`src/rtl/warp_dispatcher.sv`:
```
// Warp dispatcher: round-robin intake of kernel launch requests into a FIFO,
// warp-ID allocation and a held dispatch offer toward the SIMD core.
module warp_dispatcher #(
  parameter  int NUM_CORES   = 4,
  parameter  int THREAD_W    = 4,
  parameter  int PC_W        = 32,
  parameter  int QUEUE_DEPTH = 8,
  parameter  int NUM_WARPS   = 16,
  localparam int WID_W       = $clog2(NUM_WARPS),
  localparam int QC_W        = $clog2(QUEUE_DEPTH) + 1
) (
  input  logic                          clk,
  input  logic                          rst,
  input  logic [NUM_CORES-1:0]          req_valid,
  output logic [NUM_CORES-1:0]          req_ready,
  input  logic [NUM_CORES*THREAD_W-1:0] req_threads,
  input  logic [NUM_CORES*PC_W-1:0]     req_pc,
  output logic                          disp_valid,
  input  logic                          disp_ready,
  output logic [THREAD_W-1:0]           disp_threads,
  output logic [PC_W-1:0]               disp_pc,
  output logic [WID_W-1:0]              disp_wid,
  input  logic                          retire_valid,
  input  logic [WID_W-1:0]              retire_wid,
  output logic                          retire_err,
  output logic [QC_W-1:0]               queue_count,
  output logic [WID_W:0]                busy_count
);

  localparam int AW = $clog2(QUEUE_DEPTH);
  localparam int PW = (NUM_CORES > 1) ? $clog2(NUM_CORES) : 1;
  localparam int EW = THREAD_W + PC_W;

  typedef enum logic [0:0] {
    IDLE  = 1'b0,
    OFFER = 1'b1
  } state_t;

  state_t               state_r, state_s;
  logic [PW-1:0]        rr_ptr_r;
  logic [PW-1:0]        scan_s, grant_idx_s;
  logic                 found_s, full_s, hs_s, enq_s, load_s;
  logic [THREAD_W-1:0]  thr_a [NUM_CORES];
  logic [PC_W-1:0]      pc_a  [NUM_CORES];
  logic [EW-1:0]        mem_r [QUEUE_DEPTH];
  logic [EW-1:0]        head_s;
  logic [AW-1:0]        wr_ptr_r, rd_ptr_r;
  logic [QC_W-1:0]      count_r;
  logic [NUM_WARPS-1:0] busy_r, busy_s, alloc_mask_s, clr_mask_s;
  logic                 free_any_s, ret_hit_s, ret_miss_s;
  logic [WID_W-1:0]     free_wid_s;
  logic [WID_W:0]       busy_count_r;
  logic [THREAD_W-1:0]  disp_threads_r;
  logic [PC_W-1:0]      disp_pc_r;
  logic [WID_W-1:0]     disp_wid_r;
  logic                 retire_err_r;

  for (genvar c = 0; c < NUM_CORES; c++) begin : g_unpack
    assign thr_a[c] = req_threads[c*THREAD_W +: THREAD_W];
    assign pc_a[c]  = req_pc[c*PC_W +: PC_W];
  end

  // Round-robin scan: first valid channel at or after rr_ptr, wrapping.
  always_comb begin
    scan_s      = '0;
    grant_idx_s = '0;
    found_s     = 1'b0;
    for (int i = 0; i < NUM_CORES; i++) begin
      scan_s      = PW'((int'(rr_ptr_r) + i) % NUM_CORES);
      grant_idx_s = (!found_s && req_valid[scan_s]) ? scan_s : grant_idx_s;
      found_s     = found_s | req_valid[scan_s];
    end
  end

  // A full FIFO refuses intake even when the head leaves this same cycle.
  assign full_s    = (count_r == QC_W'(QUEUE_DEPTH));
  assign hs_s      = found_s & ~full_s;
  assign req_ready = hs_s ? ({{(NUM_CORES-1){1'b0}}, 1'b1} << grant_idx_s) : '0;
  assign enq_s     = hs_s & (thr_a[grant_idx_s] != '0);
  assign head_s    = mem_r[rd_ptr_r];

  // Lowest free warp ID, taken from the busy set as it stood before this edge.
  always_comb begin
    free_any_s = 1'b0;
    free_wid_s = '0;
    for (int w = 0; w < NUM_WARPS; w++) begin
      free_wid_s = (!free_any_s && !busy_r[w]) ? WID_W'(w) : free_wid_s;
      free_any_s = free_any_s | ~busy_r[w];
    end
  end

  assign load_s       = (count_r != '0) & free_any_s & ((state_r == IDLE) | disp_ready);
  assign ret_hit_s    = retire_valid & busy_r[retire_wid];
  assign ret_miss_s   = retire_valid & ~busy_r[retire_wid];
  assign alloc_mask_s = load_s    ? ({{(NUM_WARPS-1){1'b0}}, 1'b1} << free_wid_s) : '0;
  assign clr_mask_s   = ret_hit_s ? ({{(NUM_WARPS-1){1'b0}}, 1'b1} << retire_wid) : '0;
  assign busy_s       = (busy_r | alloc_mask_s) & ~clr_mask_s;

  // Dispatch FSM next state; an accepted offer is immediately replaced when possible.
  always_comb begin
    state_s = state_r;
    case (state_r)
      IDLE:    state_s = load_s ? OFFER : IDLE;
      OFFER:   state_s = (disp_ready && !load_s) ? IDLE : OFFER;
      default: state_s = IDLE;
    endcase
  end

  // State, pointers, occupancy, busy set and the registered offer.
  always_ff @(posedge clk or posedge rst) begin
    if (rst) begin
      state_r        <= IDLE;
      rr_ptr_r       <= '0;
      wr_ptr_r       <= '0;
      rd_ptr_r       <= '0;
      count_r        <= '0;
      busy_r         <= '0;
      busy_count_r   <= '0;
      disp_threads_r <= '0;
      disp_pc_r      <= '0;
      disp_wid_r     <= '0;
      retire_err_r   <= 1'b0;
    end else begin
      state_r <= state_s;
      if (hs_s) begin
        rr_ptr_r <= (grant_idx_s == PW'(NUM_CORES - 1)) ? '0 : grant_idx_s + PW'(1'b1);
      end else begin
        rr_ptr_r <= rr_ptr_r;
      end
      wr_ptr_r     <= enq_s  ? wr_ptr_r + AW'(1'b1) : wr_ptr_r;
      rd_ptr_r     <= load_s ? rd_ptr_r + AW'(1'b1) : rd_ptr_r;
      count_r      <= count_r + QC_W'(enq_s) - QC_W'(load_s);
      busy_r       <= busy_s;
      busy_count_r <= busy_count_r + (WID_W+1)'(load_s) - (WID_W+1)'(ret_hit_s);
      retire_err_r <= ret_miss_s;
      if (load_s) begin
        disp_threads_r <= head_s[EW-1 -: THREAD_W];
        disp_pc_r      <= head_s[PC_W-1:0];
        disp_wid_r     <= free_wid_s;
      end else begin
        disp_threads_r <= disp_threads_r;
        disp_pc_r      <= disp_pc_r;
        disp_wid_r     <= disp_wid_r;
      end
    end
  end

  // FIFO storage; contents are only meaningful between the pointers.
  always_ff @(posedge clk) begin
    if (enq_s) begin
      mem_r[wr_ptr_r] <= {thr_a[grant_idx_s], pc_a[grant_idx_s]};
    end else begin
      mem_r[wr_ptr_r] <= mem_r[wr_ptr_r];
    end
  end

  assign disp_valid   = (state_r == OFFER);
  assign disp_threads = disp_threads_r;
  assign disp_pc      = disp_pc_r;
  assign disp_wid     = disp_wid_r;
  assign retire_err   = retire_err_r;
  assign queue_count  = count_r;
  assign busy_count   = busy_count_r;

endmodule
```
`config.mk`:
```
export PLATFORM = sky130hd
export DESIGN_NAME = warp_dispatcher
export DESIGN_NICKNAME = d
export VERILOG_FILES = /design/src/rtl/warp_dispatcher.sv
export SDC_FILE = /design/constraint.sdc
export NUM_CORES = 1
export LEC_CHECK = 0
export CORE_MARGIN = 3
export CORE_UTILIZATION = 52
export CTS_BUF_LIST = sky130_fd_sc_hd__clkbuf_16
export CTS_CLUSTER_SIZE = 40
export DETAILED_ROUTE_END_ITERATION = 8
export PLACE_DENSITY = 0.87
export REMOVE_ABC_BUFFERS = 1
export SYNTH_ARGS = -nofsm -noshare
export SYNTH_HDL_FRONTEND = slang
export SYNTH_SLANG_ARGS = --single-unit
```
`constraint.sdc`:
```
create_clock -name clk -period 12.95 [get_ports clk]
set_clock_uncertainty 0.2 [all_clocks]
set_input_delay 1.9425 -clock clk [delete_from_list [all_inputs] [get_ports clk]]
set_output_delay 1.9425 -clock clk [all_outputs]
set_load 0.005 [all_outputs]
```
# ---- After elaboration in Yosys (flattened, before gate mapping)
# Memory sizes are Yosys's and may differ from the RTL's. A register that Yosys moved wholly into a read port is not among the register bits.
# Cells that the tools add are included.
dict set report classes {
  n_eq_ne 3
  magnitude_cmp 6
  addsub 10
  n_mux 46
  reduce_logical 55
  mul 0
  shift 3
  div 0
  bitwise 49
}
# operator count
set op_table {}
lappend op_table {{$bmux W32 S2} 1}
lappend op_table {{$mux W32} 2}
lappend op_table {{$mux W4} 11}
lappend op_table {{$mux W36} 1}
lappend op_table {{$logic_not A1 Y1} 33}
lappend op_table {{$mux W16} 2}
lappend op_table {{$shl A1 B4 Y16 const A} 2}
lappend op_table {{$or A1 B1 Y1} 20}
lappend op_table {{$logic_and A1 B1 Y1} 19}
lappend op_table {{$not A1 Y1} 19}
lappend op_table {{$and A16 B16 Y16} 1}
lappend op_table {{$not A16 Y16} 1}
lappend op_table {{$or A16 B16 Y16} 1}
lappend op_table {{$mux W2} 7}
lappend op_table {{$lt A2 B3 Y1 const B} 4}
lappend op_table {{$mux W3} 4}
lappend op_table {{$mux W1} 11}
lappend op_table {{$bmux W1 S2} 4}
lappend op_table {{$bmux W4 S2} 1}
lappend op_table {{$reduce_bool A4 Y1} 2}
lappend op_table {{$add A3 B1 Y3 const B} 2}
lappend op_table {{$and A1 B1 Y1} 6}
lappend op_table {{$add A5 B1 Y5} 1}
lappend op_table {{$lt A4 B5 Y1 const B} 1}
lappend op_table {{other kinds (14)} 16}
dict set report word_totals {
  rom_bits 0
  in_bits 156
  out_inout_bits 55
  latchBits 0
  regBits 39
  ram_bits 288
  wordCells 182
  mem_count 1
}
# memory words word_bits read_ports rd_clocked_by_memory_dff wr line
set mem_list {}
lappend mem_list {mem_r 8 36 1 1 1 45} ;# logic [EW-1:0] mem_r [QUEUE_DEPTH];

# ---- Logic depth before layout (Yosys ltp)
# Gate-level depths: netlist of run 1.
dict set report depth {
  ltp_word 22
  mapped_depth 16
  mapped_depth_nobuf 15
}

# ---- Worst setup path after synthesis of run 1
# Ideal clock, no wire load.
dict set report synth_path {
  path_type {input-to-reg}
  from {input req_valid[2]}
  to {memory mem_r[1][0] in the netlist's numbering (enable)}
  setup_ns 0.532
  arrival_ns 7.245
  path_buffers 1
  slack_ns 4.972
  stages 9
  required_time_ns 12.218
  path_cell_list {mux2i_1 > nor2_1 > or3_1 > inv_2 > mux2i_1 > or4_4 > nand2_2 > buf_6 > nor4b_1}
}
dict set report synth_between {
  elab_chain_cells 16
  word_cells_on_any_way 33
  cone_classes {mux (18); bitwise (7); reduce/logical (8)}
}
# item line
set synth_rtl {}
lappend synth_rtl {{from (decl)} 14} ;# input logic [NUM_CORES-1:0] req_valid,
lappend synth_rtl {{$bmux W1 S2} {70, 71}}
lappend synth_rtl {{$mux W1 (implied by the code)} {70, 71}}
lappend synth_rtl {{$logic_not A1 Y1 / $or A1 B1 Y1 (equally long branches)} {70, 71}}
lappend synth_rtl {{$logic_and A1 B1 Y1, or another cell as far along} 70} ;# grant_idx_s = (!found_s && req_valid[scan_s]) ? scan_s : grant_idx_s;
lappend synth_rtl {{$mux W2, or another cell as far along} 70}
lappend synth_rtl {{$mux W2 / $logic_and A1 B1 Y1 (equally long branches)} 70}
lappend synth_rtl {{$mux W2} 70}
lappend synth_rtl {{$not A2 Y3 (implied by the code)} 79} ;# assign enq_s = hs_s & (thr_a[grant_idx_s] != '0);
lappend synth_rtl {{$bmux W4 S2} 79}
lappend synth_rtl {{$mux W4 (implied by the code) (2 in series)} 79}
lappend synth_rtl {{$reduce_bool A4 Y1} 79}
lappend synth_rtl {{$and A1 B1 Y1 (*)} 79}
lappend synth_rtl {{$mux W1, on equally long branches} {150, 153}}
lappend synth_rtl {{$mux W1 (implied by the code) / $reduce_and A2 Y1 (equally long branches)} -}
lappend synth_rtl {{$or A1 B1 Y1 (no source line) (*)} -}
lappend synth_rtl {{to (decl)} 45}
# Mark *: on every way between the ends. The rest lies on a longest branch, timed or not. The select of a mux whose other input is x is not followed.

# ---- Final worst setup path of run 1
dict set report layout_path {
  from {input req_valid[0]}
  to {output req_ready[3]}
}
dict set report layout_between {
  elab_chain_cells 9
  word_cells_on_any_way 24
  cone_classes {shift (1); mux (13); bitwise (4); reduce/logical (6)}
}
# item line
set layout_rtl {}
lappend layout_rtl {{$bmux W1 S2} {70, 71}}
lappend layout_rtl {{$mux W1 (implied by the code)} {70, 71}}
lappend layout_rtl {{$logic_not A1 Y1 / $or A1 B1 Y1 (equally long branches)} {70, 71}}
lappend layout_rtl {{$logic_and A1 B1 Y1, or another cell as far along} 70}
lappend layout_rtl {{$mux W2, or another cell as far along} 70}
lappend layout_rtl {{$mux W2 / $logic_and A1 B1 Y1 (equally long branches)} 70}
lappend layout_rtl {{$mux W2} 70}
lappend layout_rtl {{$shl A1 B2 Y4} 78} ;# assign req_ready = hs_s ? ({{(NUM_CORES-1){1'b0}}, 1'b1} << grant_idx_s) : '0;
lappend layout_rtl {{$mux W4 (*)} 78}
lappend layout_rtl {{to (decl)} 15} ;# output logic [NUM_CORES-1:0] req_ready,
# Marks and branches as above.

==> flow_metrics.py, run 1 <==
metrics = {
    "clock_tree": {
        "cts_made_buffers": 37,
        "cts_setup_buffers": 0,
        "cts_tree": "done",
        "cts_repair_resize_count": 0,
        "clk_path_buf_depth": 3,
        "cts_root_buffer": "clkbuf_16",
        "hold_buffers": 0,
        "cts.sinks": 363,
        "clk_pin_slew_ns": 0.06,
        "clkLatencyLatePin_ns": 0.53,
        "htreeDepth": 2,
    },
    "power_and_ir_drop": {
        "p_clk_share_pct": 21.7,
        "switching_share_pct": 33.5,
        "pwr-share-comb_pct": 34.7,
        "leakage_nw": 6.99,
        "p_sw_w": 0.00162,
        "p_seq_share_pct": 43.6,
        "ir_worst_vdd_v": 0.000115,
        "powerDensity_mw_per_mm2": 252,
        "p_int_w": 0.00321,
    },
    "hold_path": {
        "hold_class": "flip-flop to flip-flop",
    },
    "setup_path": {
        "rr_startpoint": "rr_ptr_r[1]$_DFFE_PP0P_",
        "crit_fanout": 67,
        "r2r_end": "queue_count[2]$_DFF_PP0_",
        "reg2reg_depth": 15,
        "worstPathRequired_ns": 10.81,
        "crit_type": "input pin to output port",
        "critPathSlowestCell": "buf_4",
        "critical-path-top-delay-family": "buffers and inverters",
        "cp_cell_sequence": "clkdlybuf4s50_1 > mux2i_1 > nor2_1 > or3_2 > buf_4 > inv_2 > buf_4 > ha_1 > and2_1 > clkdlybuf4s50_1",
        "end_kind": "output port",
        "crit_start": "req_valid[0]",
        "reg2reg_slack_ns": 7.62,
        "cp.buffers_inverters": 5,
        "cp-start-kind": "input pin",
        "worst-path-stages": 10,
        "critPathCapture": "req_ready[3]",
        "crit_path_max_incr_delay_ns": 0.56,
        "cp.arrival_ns": 5.38,
    },
    "synthesis": {
        "synthMuxAreaShare_pct": 14.3,
        "yosys_warnings": 0,
        "synth.cell_area_sq_mm": 0.0154,
        "synth_fa_ha_area_share_pct": 1.64,
        "synth_top_area_share_pct": 56.2,
        "ys_seq_area_share_pct": 68.4,
        "synth_compound_area_share_pct": 5.07,
        "synth_top_family_by_area": "multiplexers",
        "synth_simple_gate_area_share_pct": 7.94,
        "synth.distinct_cells": 47,
        "synth_top_cell_by_area": "edfxtp_1",
        "synth_xor_area_share_pct": 0.569,
        "synthCells": 1011,
        "yosys-top-cells-area": "edfxtp_1, dfrtp_1, mux4_2",
        "avgSynthCellArea_sq_um": 15.2,
        "ys_ff_latch": 363,
    },
    "sta": {
        "drv_slew": 0,
        "finalSetupTns_ns": 0,
        "finalSetupViolations": 0,
        "rsz0062_at_grt": "false",
        "worst_pin_slew_ns": 1.10,
        "max-slew-margin-rel_pct": 26.4,
        "period_share_pct": 58.1,
        "hold_slack_ns": 0.305,
        "fmax_mhz": 133,
        "period_needed_ns": 7.52,
        "hold_violations": 0,
    },
    "drt": {
        "avgViaCountPerCell": 6.03,
        "drcViolationCount": 0,
        "wl_mm": 38.5,
        "firstDrtPassIters": 5,
        "vias": 9841,
        "antenna_left": 0,
        "drtIter0Drc": 1058,
        "wl_per_cell_um": 23.6,
    },
    "status": {
        "status": "finished clean",
    },
    "floorplanning": {
        "dieArea_sq_mm": 0.0317,
        "start_util_pct": 53.2,
        "rows": 62,
        "die_width_um": 178,
        "core_area_sq_mm": 0.0289,
        "ios": 211,
        "chipHeight_um": 178,
    },
    "placed_design": {
        "port_buffers": 210,
        "dp_hpwl_mm": 22.4,
        "place_congestion": 0.861,
        "dp.cells": 1565,
    },
    "global_route": {
        "grt_pass1_vias": 10200,
        "grt_pass1_wl_mm": 58.7,
        "overflow": 0,
        "grt_max_degree": 82,
        "track_usage_pct": 24.4,
        "antenna_found_initial": 0,
    },
    "cells_and_area": {
        "drive_gt1_share_pct": 12.7,
        "diodes": 0,
        "nNetsFinal": 1395,
        "instances_no_fill": 1632,
        "area_delta_synth_final_pct": 24.2,
        "fillers": 1870,
    },
    "flow_run": {
        "maxCapViolations": 0,
    },
}
## how the worst min path moves through the flow
stage / cells after the start / to / startpoint / slack [ns]
floorplan: 2 / disp_wid[2]$_DFFE_PP0P_ / disp_wid[2]$_DFFE_PP0P_ / 0.27
global placement: 1 / disp_wid[3]$_DFFE_PP0P_ / disp_wid[3]$_DFFE_PP0P_ / 0.28
detailed placement: 1 / disp_wid[3]$_DFFE_PP0P_ / disp_wid[3]$_DFFE_PP0P_ / 0.29
CTS: 1 / disp_wid[3]$_DFFE_PP0P_ / disp_wid[3]$_DFFE_PP0P_ / 0.31
global route: 1 / disp_wid[3]$_DFFE_PP0P_ / disp_wid[3]$_DFFE_PP0P_ / 0.35
finish: 1 / disp_wid[3]$_DFFE_PP0P_ / disp_wid[3]$_DFFE_PP0P_ / 0.31
## stage by stage
stage,util [%],worst slack [ns],total power [W],cell area [sq um]
3_5_place_dp,62.0,5.46,0.00375,17900
6_report,66.1,5.43,0.00483,19100
4_1_cts,66.1,5.43,0.00485,19100
3_3_place_gp,62.0,5.57,0.00363,17900
5_1_grt,66.1,5.30,0.00505,19100
2_1_floorplan,-,3.54,0.00310,15200
## layout by cell type, fill, tap and decap left out, drive strengths merged, types with 3 or more instances in the layout
cell	count
a21o	4
a21oi	76
a31oi	37
and2	6
and3	35
buf	16
bufinv	4
clkbuf	38
clkdlybuf4s50	210
clkinv	9
dfrtp	75
edfxtp	288
ha	17
inv	39
mux2	5
mux2i	53
mux4	72
nand2	144
nand4	3
nor2	55
nor2b	8
nor3	4
nor4	6
o21ai	7
xnor2	8
## cell families after synthesis
| family | count (synthesis) |
|---|---|
| AO/OA/AOI/OAI | 137 |
| XOR/XNOR | 10 |
| adder cells (fa/ha/maj) | 19 |
| buffers and inverters | 79 |
| flip-flops | 363 |
| multiplexers | 130 |
| AND/OR/NAND/NOR | 273 |
## layout make-up
class | instances | area, sq um | share of cell area (%)
clock buffer | 38 | 951 | 4.97
clock inverter | 29 | 246 | 1.29
tap | 384 | 480 | 2.51
sequential | 363 | 10500 | 55.1
timing repair buffer | 226 | 2220 | 11.6
multi-input combinational | 569 | 4600 | 24.1
inverter | 23 | 88.8 | 0.465
## power by group through the flow
stage                     combinational, W  sequential (W)  clock (W)
final                              0.00167         0.00210    0.00105
after floorplan                    0.00101         0.00209          0
after global routing               0.00181         0.00214    0.00110
after global placement             0.00157         0.00206          0
after CTS                          0.00168         0.00211    0.00106
after detailed placement           0.00165         0.00211          0
## Yosys cell counts, drive strengths merged
library cell / n
nor3b: 2
mux2: 5
a22oi: 2
nor3: 4
inv: 23
buf: 21
o22a: 1
clkbuf: 35
xor2: 2
o22ai: 1
nor4b: 2
nor4: 6
a31oi: 37
xnor2: 8
nand4b: 1
nor2: 55
dfrtp: 75
a311oi: 1
o21a: 1
fa: 2
or4: 1
or3: 1
ha: 17
nand2b: 2
and3: 35
mux4: 72
mux2i: 53
a21boi: 1
o21ai: 7
a32oi: 1
o21bai: 2
nand3: 2
and3b: 1
a32o: 1
edfxtp: 288
a21o: 4
nand4: 3
a22o: 1
nand2: 144
a21oi: 76
o31ai: 1
and2: 6
nor2b: 8
## sequential cells by signal, summed over array words and instances (netlist names)
signal and cells:
busy_count 5, retire_err 1, busy_r 16, queue_count 4, disp_pc 32, mem_r 288
disp_threads 4, wr_ptr_r 3, disp_valid 1, rr_ptr_r 2, rd_ptr_r 3, disp_wid 4
## layer usage
layer | wire, um | global-route usage [%]
met1 | 14000 | 30.7
met2 | 19900 | 42.0
met3 | 3080 | 4.28
met4 | 1520 | 10.7
met5 | 0 | 0
(Power assumes the default switching activity.)
==> inputs of run 2 (changes only) <==
==> constraint.sdc (replaced) <==
create_clock -name clk -period 7.27 [get_ports clk]
set_clock_uncertainty 0.2 [all_clocks]
set_input_delay 1.0905 -clock clk [delete_from_list [all_inputs] [get_ports clk]]
set_output_delay 1.0905 -clock clk [all_outputs]
set_load 0.005 [all_outputs]
==> run 2 against run 1 <==
Die area stayed put. Sequential share of layout area is 0.069 points higher. Clock power is 71% higher. Critical path type unchanged. Largest cell class unchanged.
==> flow_metrics.py, run 2 (same netlist as run 1, synthesis figures left out) <==
metrics = {
    "status": {
        "status": "finished clean",
    },
    "setup_path": {
        "critPathSlowestCell": "inv_2",
        "cp_cell_sequence": "clkdlybuf4s50_1 > mux2i_1 > nor2_1 > or3_2 > inv_2 > buf_4 > ha_1 > and2_1 > clkdlybuf4s50_1",
        "critical-path-top-delay-family": "buffers and inverters",
        "cp-start-kind": "input pin",
        "reg2reg_slack_ns": 2.68,
        "worstPathRequired_ns": 5.98,
        "cp.buffers_inverters": 4,
        "crit_start": "req_valid[0]",
        "end_kind": "output port",
        "path_common_cell": "clkdlybuf4s50_1",
        "crit_type": "input pin to output port",
        "crit_path_max_incr_delay_ns": 0.52,
        "rr_startpoint": "rr_ptr_r[1]$_DFFE_PP0P_",
        "crit_fanout": 37,
        "cp.arrival_ns": 4.19,
    },
    "cells_and_area": {
        "largest_reg_flops": 288,
        "mostFrequentLayoutCells": "edfxtp_1, clkdlybuf4s50_1, nand2_1",
        "top_register": "mem_r",
        "diodes": 0,
        "stdcell_area_sq_mm": 0.0191,
        "area_delta_synth_final_pct": 24.1,
        "layout_commonest_cell": "edfxtp_1",
        "nNetsFinal": 1398,
        "drive_gt1_share_pct": 13.2,
    },
    "clock_tree": {
        "cts_root_buffer": "clkbuf_16",
        "cts_tree": "done",
        "cts.sinks": 363,
        "cts_setup_buffers": 0,
        "clk_pin_slew_ns": 0.06,
        "cts_repair_resize_count": 0,
        "clk_path_buf_depth": 3,
        "cts_made_buffers": 36,
        "clkLatencyLatePin_ns": 0.52,
        "hold_buffers": 0,
        "htreeDepth": 2,
    },
    "sta": {
        "period_needed_ns": 5.48,
        "drv_slew": 0,
        "period_share_pct": 75.4,
        "fmax_mhz": 182,
        "worst_pin_slew_ns": 1.09,
        "finalSetupViolations": 0,
        "max-slew-margin-rel_pct": 27.5,
        "rsz0062_at_grt": "false",
        "hold_violations": 0,
        "finalSetupTns_ns": 0,
    },
    "power_and_ir_drop": {
        "ir_worst_vdd_v": 0.000219,
        "p_int_w": 0.00567,
        "switching_share_pct": 33.3,
        "pwr-share-comb_pct": 34.8,
        "powerDensity_mw_per_mm2": 445,
        "p_sw_w": 0.00283,
        "p_seq_share_pct": 44.0,
        "p_clk_share_pct": 21.1,
        "leakage_nw": 6.94,
    },
    "drt": {
        "avgViaCountPerCell": 5.93,
        "antenna_left": 0,
        "wl_per_cell_um": 22.8,
        "wl_mm": 37.3,
        "drtIter0Drc": 957,
        "vias": 9698,
        "firstDrtPassIters": 7,
        "drcViolationCount": 0,
    },
    "floorplanning": {
        "die_width_um": 178,
        "chipHeight_um": 178,
        "rows": 62,
        "ios": 211,
        "core_area_sq_mm": 0.0289,
        "dieArea_sq_mm": 0.0317,
        "start_util_pct": 53.2,
    },
    "global_route": {
        "track_usage_pct": 23.9,
        "grt_max_degree": 81,
        "overflow": 0,
        "antenna_found_initial": 0,
        "grt_pass1_vias": 10100,
        "grt_pass1_wl_mm": 57.5,
    },
    "hold_path": {
        "hold_class": "flip-flop to flip-flop",
        "hold_path.startpoint": "disp_wid[3]$_DFFE_PP0P_",
    },
    "placed_design": {
        "dp_hpwl_mm": 22.8,
        "postPlaceCellArea_sq_mm": 0.0180,
        "place_congestion": 0.909,
        "port_buffers": 210,
    },
    "flow_run": {
        "maxCapViolations": 0,
    },
}
[run 2: cell count changes in the layout (fill, tap and decap cells not counted)]
cell / delta
buf_4: +4
clkinv_2: +2
clkbuf_16: -1
clkinv_4: +2
clkinv_1: +7
inv_6: +2
bufinv_16: -1
clkinv_8: -1
inv_16: -1
clkinvlp_4: +1
inv_1: -11
[run 2: path summary, 6_finish.rpt]
check	end	cells past startpoint
min reg2reg	disp_wid[3]$_DFFE_PP0P_	1
max in group asynchronous	rd_ptr_r[1]$_DFFE_PP0P_	3
max	req_ready[1]	9
min in group asynchronous	disp_pc[6]$_DFFE_PP0P_	2
min	disp_wid[3]$_DFFE_PP0P_	1
max reg2reg	queue_count[2]$_DFF_PP0_	13
[run 2: through the flow]
stage	total power [W]	util (%)	hold slack, ns	setup WS, ns	instances
after floorplan	0.00552	-	0.273	-1.29	955
after global placement	0.00650	62.1	0.284	1.82	1569
after detailed placement	0.00668	62.1	0.297	1.69	1569
after CTS	0.00854	66.0	0.310	1.77	1635
after global routing	0.00894	66.0	0.328	1.60	1635
final	0.00850	66.0	0.298	1.79	1635
[run 2: final cells by class]
class                           count  area [sq um]
Tap cell                          384           480
Sequential cell                   363         10500
Fill cell                        1864          9830
Timing Repair Buffer              230          2250
Inverter                           23          88.8
Clock inverter                     29           218
Clock buffer                       37           926
Multi-Input combinational cell    569          4600
[run 2: power by group through the flow]
stage	Combinational, W	Clock, W	Sequential (W)
floorplan	0.00180	0	0.00372
CTS	0.00298	0.00182	0.00375
finish	0.00296	0.00180	0.00374
global route	0.00322	0.00190	0.00382
global placement	0.00281	0	0.00369
detailed placement	0.00293	0	0.00376
[run 2: routing by layer]
layer	part of all wire (%)	vias to the layer above	global-route usage, %
met3	8.7	94	4.75
met4	3.3	0	8.77
met5	0	-	0
met2	52	554	41.1
met1	36	4776	30.3
li1	-	4274	-
